`src/rtl/pio_arb_pkg.sv`:
```
// Shared types and constants for the board-output PIO arbiter.
package pio_arb_pkg;

  typedef enum logic [1:0] {
    IDLE  = 2'd0,
    WRITE = 2'd1,
    HOLD  = 2'd2
  } state_t;

  localparam logic [1:0] PIO_DATA_ADDR = 2'd0;

  // Bits needed to hold HOLD_CYCLES-1; never narrower than one bit.
  function automatic int unsigned cnt_width(input int unsigned n);
    return (n <= 2) ? 1 : $clog2(n);
  endfunction

endpackage

```
`src/rtl/rr_arbiter.sv`:
```
// Combinational round-robin select: first asserted request at or above ptr_i, wrapping.
module rr_arbiter #(
  parameter int N  = 4,
  parameter int IW = 2
) (
  input  logic [N-1:0]  req_i,
  input  logic [IW-1:0] ptr_i,
  output logic [N-1:0]  gnt_o,
  output logic [IW-1:0] idx_o,
  output logic          any_o
);

  logic [IW-1:0] j;
  logic          found;

  always_comb begin
    gnt_o = '0;
    idx_o = '0;
    found = 1'b0;
    j     = '0;
    for (int unsigned i = 0; i < N; i++) begin
      j = IW'((32'(ptr_i) + i) % N);
      if (!found && req_i[j]) begin
        gnt_o[j] = 1'b1;
        idx_o    = j;
        found    = 1'b1;
      end
    end
    any_o = found;
  end

endmodule

```
`src/rtl/pio_out_arbiter.sv`:
```
// Shares the board output PIO among NUM_REQ requesters: one Avalon write per grant,
// followed by a fixed dwell before the next update.
module pio_out_arbiter
  import pio_arb_pkg::*;
#(
  parameter int NUM_REQ     = 4,
  parameter int DATA_W      = 8,
  parameter int HOLD_CYCLES = 16
) (
  input  logic                        clk,
  input  logic                        reset,
  input  logic [NUM_REQ-1:0]          req,
  input  logic [NUM_REQ*DATA_W-1:0]   req_data,
  output logic [NUM_REQ-1:0]          grant,
  output logic                        avm_chipselect,
  output logic                        avm_write_n,
  output logic [1:0]                  avm_address,
  output logic [DATA_W-1:0]           avm_writedata,
  output logic                        busy,
  output logic [$clog2(NUM_REQ)-1:0]  last_owner
);

  localparam int IDX_W = $clog2(NUM_REQ);
  localparam int CNT_W = cnt_width(HOLD_CYCLES);

  state_t               state_q, state_d;
  logic [IDX_W-1:0]     ptr_q, ptr_d;
  logic [CNT_W-1:0]     cnt_q, cnt_d;
  logic [NUM_REQ-1:0]   grant_q, grant_d;
  logic                 cs_q, cs_d;
  logic                 wn_q, wn_d;
  logic [DATA_W-1:0]    wdata_q, wdata_d;
  logic                 busy_q, busy_d;
  logic [IDX_W-1:0]     last_q, last_d;

  logic [NUM_REQ-1:0]   arb_gnt;
  logic [IDX_W-1:0]     arb_idx;
  logic                 arb_any;
  logic [DATA_W-1:0]    sel_data;

  rr_arbiter #(
    .N  (NUM_REQ),
    .IW (IDX_W)
  ) u_rr (
    .req_i (req),
    .ptr_i (ptr_q),
    .gnt_o (arb_gnt),
    .idx_o (arb_idx),
    .any_o (arb_any)
  );

  always_comb begin
    sel_data = '0;
    for (int unsigned i = 0; i < NUM_REQ; i++) begin
      if (arb_gnt[i]) sel_data = req_data[i*DATA_W +: DATA_W];
    end
  end

  // Outputs are registered, so the WRITE-cycle values (strobe, grant, owner,
  // pointer advance) are all loaded on the IDLE->WRITE transition.
  always_comb begin
    state_d = state_q;
    ptr_d   = ptr_q;
    cnt_d   = cnt_q;
    grant_d = '0;
    cs_d    = 1'b0;
    wn_d    = 1'b1;
    wdata_d = wdata_q;
    busy_d  = busy_q;
    last_d  = last_q;
    case (state_q)
      IDLE: begin
        busy_d = 1'b0;
        if (arb_any) begin
          state_d = WRITE;
          grant_d = arb_gnt;
          cs_d    = 1'b1;
          wn_d    = 1'b0;
          wdata_d = sel_data;
          last_d  = arb_idx;
          busy_d  = 1'b1;
          ptr_d   = (arb_idx == IDX_W'(NUM_REQ-1)) ? '0 : arb_idx + IDX_W'(1);
        end
      end
      WRITE: begin
        state_d = HOLD;
        cnt_d   = CNT_W'(HOLD_CYCLES-1);
        busy_d  = 1'b1;
      end
      HOLD: begin
        if (cnt_q == '0) begin
          state_d = IDLE;
          busy_d  = 1'b0;
        end else begin
          cnt_d  = cnt_q - CNT_W'(1);
          busy_d = 1'b1;
        end
      end
      default: begin
        state_d = IDLE;
        busy_d  = 1'b0;
      end
    endcase
  end

  always_ff @(posedge clk or posedge reset) begin
    if (reset) begin
      state_q <= IDLE;
      ptr_q   <= '0;
      cnt_q   <= '0;
      grant_q <= '0;
      cs_q    <= 1'b0;
      wn_q    <= 1'b1;
      wdata_q <= '0;
      busy_q  <= 1'b0;
      last_q  <= '0;
    end else begin
      state_q <= state_d;
      ptr_q   <= ptr_d;
      cnt_q   <= cnt_d;
      grant_q <= grant_d;
      cs_q    <= cs_d;
      wn_q    <= wn_d;
      wdata_q <= wdata_d;
      busy_q  <= busy_d;
      last_q  <= last_d;
    end
  end

  assign grant          = grant_q;
  assign avm_chipselect = cs_q;
  assign avm_write_n    = wn_q;
  assign avm_address    = PIO_DATA_ADDR;
  assign avm_writedata  = wdata_q;
  assign busy           = busy_q;
  assign last_owner     = last_q;

endmodule

```
`config.mk`:
```
export PLATFORM = sky130hd
export DESIGN_NAME = pio_out_arbiter
export DESIGN_NICKNAME = d
export VERILOG_FILES = /design/src/rtl/pio_arb_pkg.sv /design/src/rtl/rr_arbiter.sv /design/src/rtl/pio_out_arbiter.sv
export SDC_FILE = /design/constraint.sdc
export NUM_CORES = 1
export LEC_CHECK = 0
export CORE_MARGIN = 1.5
export CORE_UTILIZATION = 36
export DETAILED_ROUTE_END_ITERATION = 7
export GPL_ROUTABILITY_DRIVEN = 0
export GPL_TIMING_DRIVEN = 0
export PLACE_DENSITY = 0.66
export SETUP_SLACK_MARGIN = 0.3
export SYNTH_ARGS = -nofsm -noshare
export SYNTH_HDL_FRONTEND = slang
export SYNTH_HIERARCHICAL = 1
export SYNTH_SLANG_ARGS = --single-unit
```
`constraint.sdc`:
```
create_clock -name clk -period 3.2 [get_ports clk]
set_clock_uncertainty 0.05 [all_clocks]
set_input_delay 0.64 -clock clk [delete_from_list [all_inputs] [get_ports clk]]
set_output_delay 0.64 -clock clk [all_outputs]
set_load 0.01 [all_outputs]
```
# After elaboration in Yosys (flattened, before gate mapping)
# Cells that the tools add are included.
[op_classes] eq_ne=6 muxes=46 n_reduce_logical=16 magnitude_cmp=8 addsub=5 bitwise=3
[op_table] operator="2-to-1 mux 8 bit" n=4
[op_table] operator="2-to-1 mux 4 bit" n=7
[op_table] operator="2-to-1 mux 1 bit" n=17
[op_table] operator="2-to-1 mux 2 bit" n=7
[op_table] operator="less-than comparator 2 x 3 -> 1 bit, second input constant" n=4
[op_table] operator="OR 4 bit" n=3
[op_table] operator="binary-select mux 1 bit (select 2 bit)" n=4
[op_table] operator="demux 1 bit (select 2 bit)" n=4
[op_table] operator=">= comparator 2 x 1 -> 1 bit, second input constant" n=4
[op_table] operator="case mux 4 bit (2 select lines)" n=1
[op_table] operator="logical AND 1 bit" n=7
[op_table] operator="!= test 2 bit, second input constant" n=3
[op_table] operator="case mux 2 bit (3 select lines)" n=1
[op_table] operator="AND reduction 2 bit" n=3
[op_table] operator="adder 2 x 1 -> 2 bit, second input constant" n=2
[op_table] operator="adder 2 bit, second input constant" n=2
[op_table] operator="== test 2 bit, second input constant" n=2
[op_table] operator="logical NOT 4 bit" n=1
[op_table] operator="subtractor 4 x 1 -> 4 bit, second input constant" n=1
[op_table] operator="logical NOT 1 bit" n=3
[op_table] operator="case mux 1 bit (3 select lines)" n=1
[op_table] operator="== test 2 x 1 -> 1 bit, second input constant" n=1
[op_table] operator="logical NOT 2 bit" n=1
[op_table] operator="nonzero test 2 bit" n=1
[word_totals] regBits=25 inputBits=38 word_cells=93 out_inout_bits=19

# Depth between registers and ports, before layout
# Gate-level depths: netlist of the first run.
[logic_depth] ltp_word=16 depth_mapped=13 mapped_depth_nobuf=9

# Cells and area by module
# The synthesis of the first run kept the hierarchy.
[by_module_without_submodules] module="pio_out_arbiter" seq_area_each_um2=626.9 cells_each=142 instances=1 area_per_inst_um2=1386.3
[by_module_without_submodules] module="rr_arbiter" seq_area_each_um2=0.0 cells_each=45 instances=1 area_per_inst_um2=421.7

# Worst setup path after synthesis of the first run
# Ideal clock, no wire load.
[synth_path] path_type="flip-flop to flip-flop" from="register ptr_q[0]" to="register wdata_q[5] (netlist: avm_writedata[5])" n_path_buf=3 setup_ps=73 t_required_ps=3077 stages_incl_launch_ff=13 arrival_time_ps=2775 slack_ps=302 path_cell_list="dfrtp_1 buf_6 inv_1 ha_1 mux4_2 buf_6 and2b_2 a22oi_1 o21ai_0 buf_2 a21oi_1 a221o_1 a21oi_2"
[synth_lines] element="from (decl)" line="pio_out_arbiter.sv:27" text="logic [IDX_W-1:0] ptr_q, ptr_d;"
[synth_lines] element="from (signal assigned)" line="pio_out_arbiter.sv:119" text="ptr_q <= ptr_d;"
[synth_lines] element="parallel branches: the longest is 11 deep, another holds less-than comparator 2 x 3 -> 1 bit"
[synth_lines] element="2-to-1 mux 4 bit *" line="rr_arbiter.sv:23" text="if (!found && req_i[j]) begin"
[synth_lines] element="named net arb_gnt[1]" line="pio_out_arbiter.sv:36" text="logic [NUM_REQ-1:0] arb_gnt;"
[synth_lines] element="2-to-1 mux 8 bit * (3 in series)" line="pio_out_arbiter.sv:55" text="if (arb_gnt[i]) sel_data = req_data[i*DATA_W +: DATA_W];"
[synth_lines] element="to (signal assigned)" line="pio_out_arbiter.sv:124" text="wdata_q <= wdata_d;"
[synth_lines] element="to (decl)" line="pio_out_arbiter.sv:32" text="logic [DATA_W-1:0] wdata_q, wdata_d;"
# Mark *: on every way through the listed nets, which the timed path passes. The select of a mux whose other input is x is not followed.
# A chain may end at the register's enable or synchronous reset.

# Worst setup path after layout of the first run
[layout_path] from="input req[0]" to="register wdata_q[1] (netlist: avm_writedata[1])"
[layout_lines] element="from (decl)" line="pio_out_arbiter.sv:12" text="input logic [NUM_REQ-1:0] req,"
[layout_lines] element="binary-select mux 1 bit (select 2 bit)" line="rr_arbiter.sv:23"
[layout_lines] element="2-to-1 mux 1 bit (not written as such)" line="rr_arbiter.sv:23"
[layout_lines] element="2-to-1 mux 1 bit" line="rr_arbiter.sv:23"
[layout_lines] element="logical NOT 1 bit" line="rr_arbiter.sv:23"
[layout_lines] element="logical AND 1 bit" line="rr_arbiter.sv:23"
[layout_lines] element="2-to-1 mux 1 bit" line="rr_arbiter.sv:23"
[layout_lines] element="logical NOT 1 bit" line="rr_arbiter.sv:23"
[layout_lines] element="logical AND 1 bit" line="rr_arbiter.sv:23"
[layout_lines] element="2-to-1 mux 1 bit" line="rr_arbiter.sv:23"
[layout_lines] element="logical NOT 1 bit" line="rr_arbiter.sv:23"
[layout_lines] element="logical AND 1 bit" line="rr_arbiter.sv:23"
[layout_lines] element="2-to-1 mux 4 bit *" line="rr_arbiter.sv:23"
[layout_lines] element="named net arb_gnt[2]" line="pio_out_arbiter.sv:36"
[layout_lines] element="2-to-1 mux 8 bit * (2 in series)" line="pio_out_arbiter.sv:55"
# The timed path passes the listed nets; every way through them passes the cells marked *. The select of a mux whose other input is x is not followed.

==> results, run 1 <==
- The die footprint is 5460 sq um.
- The starting density of the core is 0.378.
- By instance count, the leading cell after synthesis is sky130_fd_sc_hd__dfrtp_1.
- The final core utilization is 0.559.
- The total number of H-tree levels is 1.
- The worst relative slew slack is 0.379.
- The sum of negative setup slack is 0 ns.
- The I/O pin count is 57.
- Among the stages of the critical path, the cell type that occurs most often is sky130_fd_sc_hd__buf_4.
- The total iterations of the first detailed-routing run is 5.
- The flip-flop and latch area is 629 sq um.
- Summed over all layers, the global routing overflow is 0.
- In this run the worst path has a maximum fanout of 6.
- In the global route stage, overall resource usage came out at 0.169.
- The reported net switching power is 1.32 mW.
- The core area is 4790 sq um.
- The total area of multi-input combinational cells is 1010 sq um.
- The post-synthesis register bit count is 25.
- The vertical die dimension is 73.9 um.
- The commonest cells after synthesis are 24 x sky130_fd_sc_hd__dfrtp_1, 16 x sky130_fd_sc_hd__a21oi_1, 16 x sky130_fd_sc_hd__inv_1, 13 x sky130_fd_sc_hd__nand2_1.
- The design draws 3.11 mW.
- The remaining design rule violation count is 0.
- A synthesized cell averages 9.67 sq um.
- Dividing the detail-routed wire length by the instance count gives 14.2 um.
- Of the post-synthesis cell area, the dominant cell type holds 0.332.
- Setup violations remaining at the end of the flow were counted as 0.
- The power density relative to cell area is 1160 nW/um^2.
- The maximum root-to-sink buffer count is 2.
- The data arrival at the endpoint of the critical path is 2.97 ns.
- The number of global-route vias before repair came to 1,514.
- The tightest min-delay check is of the reg -> reg type.
- The slowest library cell on the worst path is sky130_fd_sc_hd__mux4_1.
- For met3 alone, demand over resource in global routing was 0.0219.
- TritonCTS built the clock tree.
- The clock drives 25 sinks.
- The global-route track usage on met1 is 0.237.
- The share of the clock period used by the worst path after layout is 0.880.
- The required time of the worst setup path is 3.36 ns.
- The post-synthesis share of cell area spent on full adders, half adders and majority gates is 0.0484.
- Detailed placement ended at an HPWL of 3160 um.
- The type of destination of the critical path is a register.
- The final critical path time including I/O delays and setup is 2.82 ns.
- Entering global routing, the biggest net connects 26 pins.
- During synthesis, Yosys emitted a total of 6 warnings.
- The via count normalized by instance count is 5.05.
- The dominant combinational cell family by area after synthesis is compound AO/OA/AOI/OAI gates.
- The reported max-cap violation count is 0.
- For the worst-skew pair, the clock arrives at the later sink with an insertion delay of 0.27 ns.
- The count of cell types in the netlist is 47.
- For the pin with the worst max-slew slack, the measured transition is 0.931 ns.
- Counting every instance in the synthesized netlist gives 187.
- The finished layout holds 329 standard cells, fillers aside.
- The share of total power dissipated in combinational logic is 0.757.
- In this run the remaining antenna-violating nets after routing total 0.
- The cell depth of the worst flop-to-flop path is 12.
- The most crowded layer after global routing is met2.
- Across the VDD grid, the largest voltage drop is 0.474 mV.
- Of the total power, the share spent switching nets is 0.424.
- The share of the Yosys chip area taken by registers is 0.347.
- The signed area change from the synthesized netlist to the final layout is 47.9%.
- The portion of synthesized area spent on multiplexers is 0.0713.
- In this design, the stage delay of the slowest critical-path cell is 0.63 ns.
- The final hold violation count is 0.
- Walking the worst path, the cells encountered are dlygate4sd2_1 > mux4_1 > and2b_2 > a22oi_1 > o21ai_1 > buf_4 > buf_4 > clkbuf_16 > a221o_1 > a21oi_2.
- The share of total power dissipated in the clock network is 0.062.
- The number of fill cells in the layout is 453.
- The dominant register cell in the synthesized netlist is sky130_fd_sc_hd__dfrtp_1.
- Setup repair after global routing left no endpoint under its margin.
- The leakage power is 1.13 nW.
- Of the total synthesized cell area, the portion taken by XOR and XNOR cells is 0.
- The maximum clock rate is 355 MHz.
- Of the total synthesized cell area, the portion taken by AND, OR, NAND and NOR gates is 0.184.
- Across all layers, the routed design uses 1,660 vias.
- Row generation in the floorplan step produced 25 rows.
- In the final layout, the share of cells above drive strength 1 is 0.237.
- Of the total power, registers draw 0.182.
- In this run, CTS created clock tree buffers numbering 3.
- The number of input and output port buffers inserted is 54.
- The clock-pin slew on the worst setup and hold paths is 0.09 ns.
- In this run, post-CTS hold repair placed 0 buffers.
- By startpoint and endpoint, the worst setup path is classified as in -> reg.
- The number of antenna violations at the first check in global routing is 0.
- The number of placed cells counting well taps is 309.
- The number of antenna repair diodes is 0.
- The post-synthesis compound-gate area fraction is 0.240.
- Yosys mapped a number of flops with a built-in enable equal to 0.
- The final net count is 308.
- Counting flops with an async set or reset pin after synthesis yields a share of 1.00.
- In the post-synthesis netlist, the biggest area contributors are sky130_fd_sc_hd__dfrtp_1 33%, sky130_fd_sc_hd__ha_1 4.8%, sky130_fd_sc_hd__a21oi_1 4.4%.
- The clock tree root buffer cell is sky130_fd_sc_hd__clkbuf_8.
- The flow ran to the end, and the final reports show no timing, DRC or antenna violations.
- The first routing iteration left 129 violations.
- The worst setup slack for register-to-register paths is 0.40 ns.
- The count of final max-slew check failures came to 0.
- Counting instances, the worst hold path has a depth of 2.
- The final layout contains routed wiring with a total length of 4660 um.
- The cell internal power dissipation is 1.79 mW.
- In the global route stage, met2 resource usage came out at 0.272.
- The first global-routing pass estimated 7130 um of wire.
- The width of the die is 73.9 um.
- The largest total area in the synthesized netlist belongs to sky130_fd_sc_hd__dfrtp_1.
- The netlist area before placement is 1810 sq um.
- The critical path launch point type is an input port.
## kinds of logic after synthesis
logic type | count (synthesis)
adders and majority gates | 7
AOI/OAI and AO/OA | 59
other | 1
and+or+nand+nor | 55
muxes | 7
buffers and inverters | 33
DFF | 25
## layer usage
metal | up-vias | part of all wire
met5 | - | 0
met3 | 5 | 0.037
met2 | 46 | 0.48
met1 | 787 | 0.48
li1 | 822 | -
met4 | 0 | 0.0099
## per-stage QoR
step / cell area [sq um] / hold slack [ns] / worst slack (ns)
after floorplan: 1810 / 0.459 / 0.302
after global placement: 2440 / 0.412 / -0.515
after detailed placement: 2440 / 0.420 / -0.537
after CTS: 2550 / 0.441 / 0.300
after global routing: 2670 / 0.476 / 0.296
final: 2670 / 0.438 / 0.384
## power groups by stage
stage	logic (mW)	registers, mW	clock network, mW
after global placement	1.90	0.585	0
after global routing	2.53	0.582	0.204
after floorplan	1.34	0.621	0
after detailed placement	1.93	0.588	0
final	2.35	0.565	0.191
after CTS	2.08	0.564	0.190
## layout by cell type (no fill, tap or decap), types with 2 or more instances in the layout
cell,count
sky130_fd_sc_hd__dfrtp_2,2
sky130_fd_sc_hd__clkbuf_2,2
sky130_fd_sc_hd__a211oi_1,2
sky130_fd_sc_hd__a21oi_2,8
sky130_fd_sc_hd__ha_1,6
sky130_fd_sc_hd__a311oi_1,2
sky130_fd_sc_hd__nand2_1,13
sky130_fd_sc_hd__buf_6,5
sky130_fd_sc_hd__inv_1,15
sky130_fd_sc_hd__nor3_1,2
sky130_fd_sc_hd__mux2i_1,2
sky130_fd_sc_hd__conb_1,2
sky130_fd_sc_hd__o211ai_1,2
sky130_fd_sc_hd__mux4_1,2
sky130_fd_sc_hd__nor2_1,6
sky130_fd_sc_hd__mux4_2,2
sky130_fd_sc_hd__nand2b_1,2
sky130_fd_sc_hd__a21oi_1,16
sky130_fd_sc_hd__and2_1,4
sky130_fd_sc_hd__a22oi_1,8
sky130_fd_sc_hd__nor2_2,6
sky130_fd_sc_hd__a221o_1,8
sky130_fd_sc_hd__buf_8,2
sky130_fd_sc_hd__clkbuf_1,3
sky130_fd_sc_hd__buf_4,18
sky130_fd_sc_hd__nand3_1,3
sky130_fd_sc_hd__dlygate4sd2_1,4
sky130_fd_sc_hd__nand3b_1,8
sky130_fd_sc_hd__o21ai_0,6
sky130_fd_sc_hd__clkbuf_8,3
sky130_fd_sc_hd__buf_12,2
sky130_fd_sc_hd__nor2b_1,2
sky130_fd_sc_hd__clkdlybuf4s50_1,50
sky130_fd_sc_hd__dfrtp_1,22
## flip-flops by register name, indices dropped and copies added (netlist names)
| signal | cells |
|---|---|
| avm_chipselect | 1 |
| avm_write_n | 1 |
| avm_writedata | 8 |
| busy | 1 |
| cnt_q | 4 |
| grant | 4 |
| last_owner | 2 |
| ptr_q | 2 |
| state_q | 2 |
## worst paths after layout
check                              start               end
setup / recovery                  req[0]  avm_writedata[1]
hold / removal             last_owner[1]     last_owner[1]
setup reg to reg                ptr_q[0]  avm_writedata[5]
hold reg to reg            last_owner[1]     last_owner[1]
max in group asynchronous          reset          ptr_q[1]
min in group asynchronous          reset          grant[2]
## area by class of cell
| cell class | count | area share |
|---|---|---|
| Buffer | 16 | 0.0576 |
| Clock buffer | 4 | 0.0168 |
| Multi-Input combinational cell | 130 | 0.377 |
| Timing Repair Buffer | 70 | 0.256 |
| Tap cell | 67 | 0.0314 |
| Sequential cell | 25 | 0.235 |
| Inverter | 17 | 0.0257 |
## worst max-delay path: cells and delay by family
family          cells  cell delay, ns
buf+inv             4            0.74
simple gates        1            0.29
mux                 1            0.63
compound gates      4            0.68
## timing repair
item	4_1_cts	5_1_grt
cloned	0	1
endpoints found under the setup margin	10	10
resized for setup	17	6
setup buffers	5	10
pin swaps	1	7
(Power assumes the default switching activity.)
==> run 2: changes to the inputs <==
--- a/config.mk
+++ b/config.mk
@@ -5,6 +5,8 @@
 export SDC_FILE = /design/constraint.sdc
 export NUM_CORES = 1
 export LEC_CHECK = 0
+export ABC_AREA = 1
+export CAP_MARGIN = 20
 export CORE_MARGIN = 1.5
 export CORE_UTILIZATION = 36
 export DETAILED_ROUTE_END_ITERATION = 7
==> results, run 2 <==
- The post-synthesis average cell area is 7.23 sq um.
- The data arrival at the endpoint of the critical path is 2.80 ns.
- The number of routed nets with antenna violations is 0.
- The most frequent cell after synthesis is sky130_fd_sc_hd__nand2_1.
- The post-synthesis xor/xnor area fraction is 0.
- The HPWL after detailed placement is 3190 um.
- The register with the most flip-flops in the layout has 8 of them.
- The width of the die is 72.4 um.
- Summed over all layers, the global routing overflow is 0.
- The type of destination of the critical path is a register.
- The number of input and output port buffers inserted is 54.
- In the synthesized netlist, the cells that appear most often are 80 x sky130_fd_sc_hd__nand2_1, 29 x sky130_fd_sc_hd__nand3_1, 24 x sky130_fd_sc_hd__dfrtp_1, 20 x sky130_fd_sc_hd__inv_1, 19 x sky130_fd_sc_hd__nor2_1.
- The portion of synthesized area spent on multiplexers is 0.
- In this run, synthesis produced a sequential element count of 25.
- The library cell used most frequently in the layout, excluding fill and tap cells, is sky130_fd_sc_hd__nand2_1.
- The vertical die dimension is 72.4 um.
- In this run the power density over the cells is 1110 nW/um^2.
- The total iterations of the first detailed-routing run is 4.
- The maximum clock rate is 374 MHz.
- The global-route usage over all layers is 0.166.
- STA classifies the critical path startpoint as a register.
- After routing the design area is 2400 sq um.
- After layout, the minimum clock period comes to 2.68 ns.
- The reported max-cap violation count is 0.
- In the final design database the tool counted 345 nets.
- In this design, the stage delay of the slowest critical-path cell is 0.53 ns.
- The count of final max-slew check failures came to 0.
- Synthesis handed over a netlist of 240 instances.
- The top cell types in the final layout, fill and taps aside, are 80 x sky130_fd_sc_hd__nand2_1, 54 x sky130_fd_sc_hd__clkdlybuf4s50_1, 29 x sky130_fd_sc_hd__nand3_1.
- The placed instances occupy a cell area of 2350 sq um.
- Setup violations remaining at the end of the flow were counted as 0.
- The async set-reset flop share out of synthesis is 1.00.
- For this run, design rule violations remaining after detail routing come to 0.
- The final wirelength is 4120 um.
- The worst hold path begins at cnt_q[0].
- The dominant combinational cell family by area after synthesis is simple AND/OR/NAND/NOR gates.
- In the finished design, the share of the clock period the worst path needs comes to 0.836.
- Setup repair after global routing left no endpoint under its margin.
- The total number of H-tree levels is 1.
- The final hold violation count is 0.
- No sink is reached through more buffers than the 2 on the longest clock path.
- The Yosys step of the flow raised 6 warnings.
- The critical path goes through inv_1 > ha_1 > inv_1 > nand3_1 > nand2_1 > nor2_2 > a21oi_1 > nand3_1 > buf_4 > inv_2 > or2_2 > nand3b_1 > nand2_1.
- The multi-input combinational cells in the finished layout cover a total of 971 sq um.
- The slew at the pin closest to its max-slew limit is 0.920 ns.
- For the final routed database, the setup TNS stands at 0 ns.
- The worst hold slack across all endpoints is 0.448 ns.
- The number of fill cells in the layout is 464.
- The initial utilization of the core area, before any placement, comes to 0.370.
- The worst-case IR drop observed on VDD is 0.481 mV.
- Yosys mapped a number of flops with a built-in enable equal to 0.
- The clock tree root buffer cell is sky130_fd_sc_hd__clkbuf_8.
- The first global-routing pass estimated 6910 um of wire.
- The buffer and inverter count on the worst path is 4.
- TritonCTS built the clock tree.
- Across the whole layout, storage elements account for 628 sq um.
- From synthesis to final layout, the design area changed by 38.1%.
- Sorting the synthesized cells by area gives the leading types as sky130_fd_sc_hd__dfrtp_1 35%, sky130_fd_sc_hd__nand2_1 17%, sky130_fd_sc_hd__nand3_1 8.4%.
- After clock tree synthesis, the clock-pin slew on the worst setup and hold paths is 0.09 ns.
- The post-synthesis compound-gate area fraction is 0.0728.
- The run finished with clean final reports.
- The mean routed wirelength per cell is 11.7 um.
- The via count normalized by instance count is 4.73.
- The synthesized design spends more area on one cell type than any other, namely sky130_fd_sc_hd__dfrtp_1.
- The core area is 4690 sq um.
- The worst hold path belongs to the class reg -> reg.
- The dominant register cell in the synthesized netlist is sky130_fd_sc_hd__dfrtp_1.
- The detailed router finished its first iteration with 71 violations.
- The launching element of the worst setup path is ptr_q[1].
- Of the cells placed in the final design, the portion with a size suffix greater than 1 is 0.127.
- The tree built by TritonCTS fans out to 25 sinks.
- On the critical path, the stage with the largest delay is an instance of sky130_fd_sc_hd__dfrtp_1.
- The number of different library cells used by synthesis comes to 24.
- The number of antenna diodes in the final layout is 0.
- The netlist area before placement is 1740 sq um.
- In this run the worst path has a maximum fanout of 9.
- The leakage power is 1.18 nW.
- The simple-gate share of the synthesized area is 0.430.
- The completed layout was analyzed and its total power is 2.67 mW.
- For this block, the via count after detailed routing is 1,670.
- The setup path with the least slack is of type reg -> reg.
- The portion of synthesized cell area occupied by the leading cell type is 0.346.
- The cell type group with the largest total delay on the critical path is simple AND/OR/NAND/NOR gates.
- The share of the Yosys chip area taken by registers is 0.361.
- Of the total synthesized cell area, the portion taken by full adders, half adders and majority gates is 0.0505.
- The required time of the worst setup path is 3.32 ns.
- For this design, the CTS-stage hold fixing added 0 buffers.
- The number of global-route vias before repair came to 1,550.
- The worst relative slew slack is 0.386.
- At the end of the flow the core is filled with cells to 0.511.
- 57 I/O pins were placed.
- Entering global routing, the biggest net connects 26 pins.
- The number of antenna violations at the first check in global routing was 0.
- The launch instance of the worst register-to-register path is ptr_q[1].
- The TritonCTS buffer count is 3.
- The total number of placement rows is 25.
- For the worst-skew pair, the clock arrives at the later sink with an insertion delay of 0.27 ns.
- The die footprint is 5250 sq um.
## run 2: cell families after synthesis
family / count (synthesis)
flops: 25
compound gates: 21
simple gates: 156
buf+inv: 30
fa+ha+maj: 7
other cells: 1
## run 2: final cells by class
type                       count  share of cell area
tap                           54              0.0282
buffer                         7              0.0240
multi-input combinational    186               0.405
inverter                      23              0.0360
clock buffer                   4              0.0188
timing repair buffer          54               0.226
sequential                    25               0.262
## run 2: worst paths after layout
kind                                    end  slack, ns  cells past startpoint
hold / removal                     cnt_q[0]       0.45                      2
setup reg to reg           avm_writedata[3]       0.52                     13
hold reg to reg                    cnt_q[0]       0.45                      2
setup / recovery           avm_writedata[3]       0.52                     13
max in group asynchronous          ptr_q[0]       1.65                      2
min in group asynchronous  avm_writedata[4]       0.81                      2
## run 2: metrics by stage
stage | setup slack (ns) | std cells
after CTS | 0.353 | 353
after global routing | 0.338 | 353
after global placement | 0.380 | 349
final | 0.524 | 353
after floorplan | 0.859 | 241
after detailed placement | 0.305 | 349
## run 2: what timing repair did
action | in CTS | in global routing
buffers inserted | 0 | 0
setup endpoints to repair | 0 | 8
gates resized for setup | 0 | 2
## run 2: per-layer routing
layer | global-route usage | part of all wire
met5 | 0 | 0
met4 | 0.0566 | 0.011
met3 | 0.0194 | 0.032
met2 | 0.282 | 0.49
met1 | 0.220 | 0.46
## run 2: where the power goes
group | switching, mW | total, mW | leakage [nW] | internal (mW)
Clock | 0.0978 | 0.187 | 0.0228 | 0.0891
Sequential | 0.111 | 0.585 | 0.309 | 0.474
Combinational | 1.15 | 1.90 | 0.850 | 0.754
Total | 1.35 | 2.67 | 1.18 | 1.32
## run 2: worst register-to-register path: stages (launching register included)
cell and delay [ns]:
sky130_fd_sc_hd__dfrtp_1 0.53, sky130_fd_sc_hd__inv_1 0.18, sky130_fd_sc_hd__ha_1 0.39, sky130_fd_sc_hd__inv_1 0.11
sky130_fd_sc_hd__nand3_1 0.10, sky130_fd_sc_hd__nand2_1 0.06, sky130_fd_sc_hd__nor2_2 0.26, sky130_fd_sc_hd__a21oi_1 0.12
sky130_fd_sc_hd__nand3_1 0.10, sky130_fd_sc_hd__buf_4 0.17, sky130_fd_sc_hd__inv_2 0.11, sky130_fd_sc_hd__or2_2 0.29
sky130_fd_sc_hd__nand3b_1 0.08, sky130_fd_sc_hd__nand2_1 0.05
==> run 3: changes to the inputs <==
==> constraint.sdc (replaced) <==
create_clock -name clk -period 2.7 [get_ports clk]
set_clock_uncertainty 0.05 [all_clocks]
set_input_delay 0.54 -clock clk [delete_from_list [all_inputs] [get_ports clk]]
set_output_delay 0.54 -clock clk [all_outputs]
set_load 0.01 [all_outputs]
==> results, run 3 (synthesis results as in run 2) <==
- The run finished with clean final reports.
- The fraction of power spent switching nets is 0.494.
- The overflow left after global routing is 0.
- The finished cells cover 2490 sq um.
- At the worst endpoint, the required time is 2.82 ns.
- The final hold violation count is 0.
- No sink is reached through more buffers than the 2 on the longest clock path.
- Hold is met by 0.447 ns.
- The register with the most flip-flops in the layout has 8 of them.
- In this run the number of H-tree levels came out at 1.
- Setup violations remaining at the end of the flow were counted as 0.
- The HPWL after detailed placement is 3190 um.
- Dividing total power by cell area gives a power density of 1370 nW/um^2.
- The global-route usage over all layers is 0.171.
- Port buffering added 54 buffers.
- The combinational share of power is 0.738.
- The first global-routing pass estimated 7100 um of wire.
- The signed area change from the synthesized netlist to the final layout is 43.3%.
- The clock tree root buffer cell is sky130_fd_sc_hd__clkbuf_8.
- The worst hold path belongs to the class reg -> reg.
- The reported max-cap violation count is 0.
- Setup repair after global routing left no endpoint under its margin.
- The wire length on met3 is 138 um.
- The final net count is 349.
- The final core utilization is 0.530.
- The final route contains 1,718 vias.
- The worst relative slew slack is 0.383.
- The fraction of layout cells with a size suffix above 1 is 0.158.
- The core area is 4690 sq um.
- The largest net degree at the start of global routing is 26.
- The clock tree from TritonCTS is yes.
- STA classifies the critical path startpoint as an input port.
- The count of final max-slew check failures came to 0.
- The worst path in the final design needs a cycle of 2.23 ns, including I/O delays and setup.
- The number of clock sinks is 25.
- VDD sags by at most 0.496 mV.
- After detailed routing, the average wire length per cell comes to 12.0 um.
- Detailed routing placed a total of 2140 um of wire on met2.
- For this design, the CTS-stage hold fixing added 0 buffers.
- The clock latency reported for the late side of the worst-skew pair is 0.27 ns.
- The number of antenna violations at the first check in global routing is 0.
- The number of routed nets with antenna violations is 0.
- In the routed design, unresolved DRC markers number 0.
- The I/O pin count is 57.
- The portion of total power attributed to the clock network is 0.065.
- The total number of placement rows is 25.
- The reported net switching power is 1.68 mW.
- The type of destination of the critical path is a register.
- In this run, the number of DRC markers left after iteration 0 of detailed routing was 70.
- The starting density of the core is 0.370.
- The die is 72.4 um tall.
- The most frequent standard cell in the layout excluding fill and tap cells is sky130_fd_sc_hd__nand2_1.
- After clock tree synthesis, the clock-pin slew on the worst setup and hold paths is 0.09 ns.
- The number of antenna repair diodes is 0.
- The floorplan step defined a die boundary enclosing 5250 sq um.
- Internal power comes to 1.72 mW.
- In the routed layout, each cell is associated on average with a via count of 4.81.
- The routed design has 4280 um of wire.
- The post-route met1 wirelength is 1960 um.
- The number of global-route vias before repair came to 1,574.
- Derived from the worst setup path, the maximum achievable clock frequency is 448 MHz.
- Setup total negative slack on the finished layout was measured at 0 ns.
- Of the available clock period, the critical path in the final layout requires 0.826.
- The worst setup path is of the in -> reg kind.
- The leakage power is 1.21 nW.
- Data arrives at the worst endpoint at 2.35 ns.
- The placement-stage cell area is 2350 sq um.
- Clock tree synthesis inserted a total of 3 buffers.
- After detailed routing, no signal wire sits above met4.
- The design draws 3.41 mW.
- At the pin with the least slew margin, the transition time is 0.925 ns.
- The register share of total power is 0.197.
- After filler insertion, the fill cell instance count of the layout stands at 454.
- The first detailed-routing pass ran for 4 iterations.
- The highest net fanout along the worst path is 10.
- In the layout the commonest cells are 78 x sky130_fd_sc_hd__nand2_1, 54 x sky130_fd_sc_hd__clkdlybuf4s50_1, 29 x sky130_fd_sc_hd__nand3_1.
- The width of the die is 72.4 um.
-- run 3: repair_timing --
action / in CTS / in global routing
buffers inserted: 2 / 2
endpoints found under the setup margin: 19 / 10
resized for setup: 6 / 11
endpoints found under the hold margin: 0 / 0
cloned: 0 / 0
pin swaps: 0 / 4
-- run 3: cell type report --
cell class	instances	area (sq um)	share of cell area
Timing Repair Buffer	58	583	0.234
Multi-Input combinational cell	186	1000	0.402
Sequential cell	25	629	0.253
Tap cell	54	67.6	0.0272
Buffer	7	67.6	0.0272
Inverter	23	93.8	0.0377
Clock buffer	4	45.0	0.0181
-- run 3: stage by stage --
stage,instances,setup slack [ns]
CTS,355,0.319
global placement,349,-0.0778
finish,357,0.470
detailed placement,349,-0.128
global route,357,0.300
floorplan,241,0.359
-- run 3: power groups by stage --
stage	Sequential [mW]	Combinational, mW	Clock, mW
detailed placement	0.703	2.25	0
floorplan	0.729	1.58	0
finish	0.672	2.51	0.221
global placement	0.698	2.22	0
CTS	0.670	2.38	0.224
global route	0.695	2.84	0.235
-- run 3: critical path, cell delays in order --
cell	delay (ns)
sky130_fd_sc_hd__clkdlybuf4s50_1	0.43
sky130_fd_sc_hd__inv_1	0.08
sky130_fd_sc_hd__nand2_2	0.07
sky130_fd_sc_hd__nand3_4	0.11
sky130_fd_sc_hd__nand2_4	0.08
sky130_fd_sc_hd__nor2_4	0.13
sky130_fd_sc_hd__buf_6	0.15
sky130_fd_sc_hd__nand4_1	0.08
sky130_fd_sc_hd__nand3_1	0.09
sky130_fd_sc_hd__buf_6	0.12
sky130_fd_sc_hd__inv_4	0.06
sky130_fd_sc_hd__or2_2	0.27
sky130_fd_sc_hd__nand3b_1	0.08
sky130_fd_sc_hd__nand2_1	0.05
-- run 3: worst paths after layout --
path	start	to	slack, ns	depth (start not counted)
worst max-delay path	req[3]	avm_writedata[3]	0.47	14
worst min-delay path	cnt_q[0]	cnt_q[0]	0.45	2
worst max register to register	ptr_q[0]	avm_writedata[3]	0.49	14
worst min register to register	cnt_q[0]	cnt_q[0]	0.45	2
max in group asynchronous	reset	ptr_q[0]	1.25	2
min in group asynchronous	reset	avm_writedata[4]	0.72	2
-- run 3: metal layers --
metal  up-vias  GRT usage
met3         4     0.0194
met2        39      0.288
met5         -          0
met4         0     0.0566
met1       778      0.230
li1        897          -
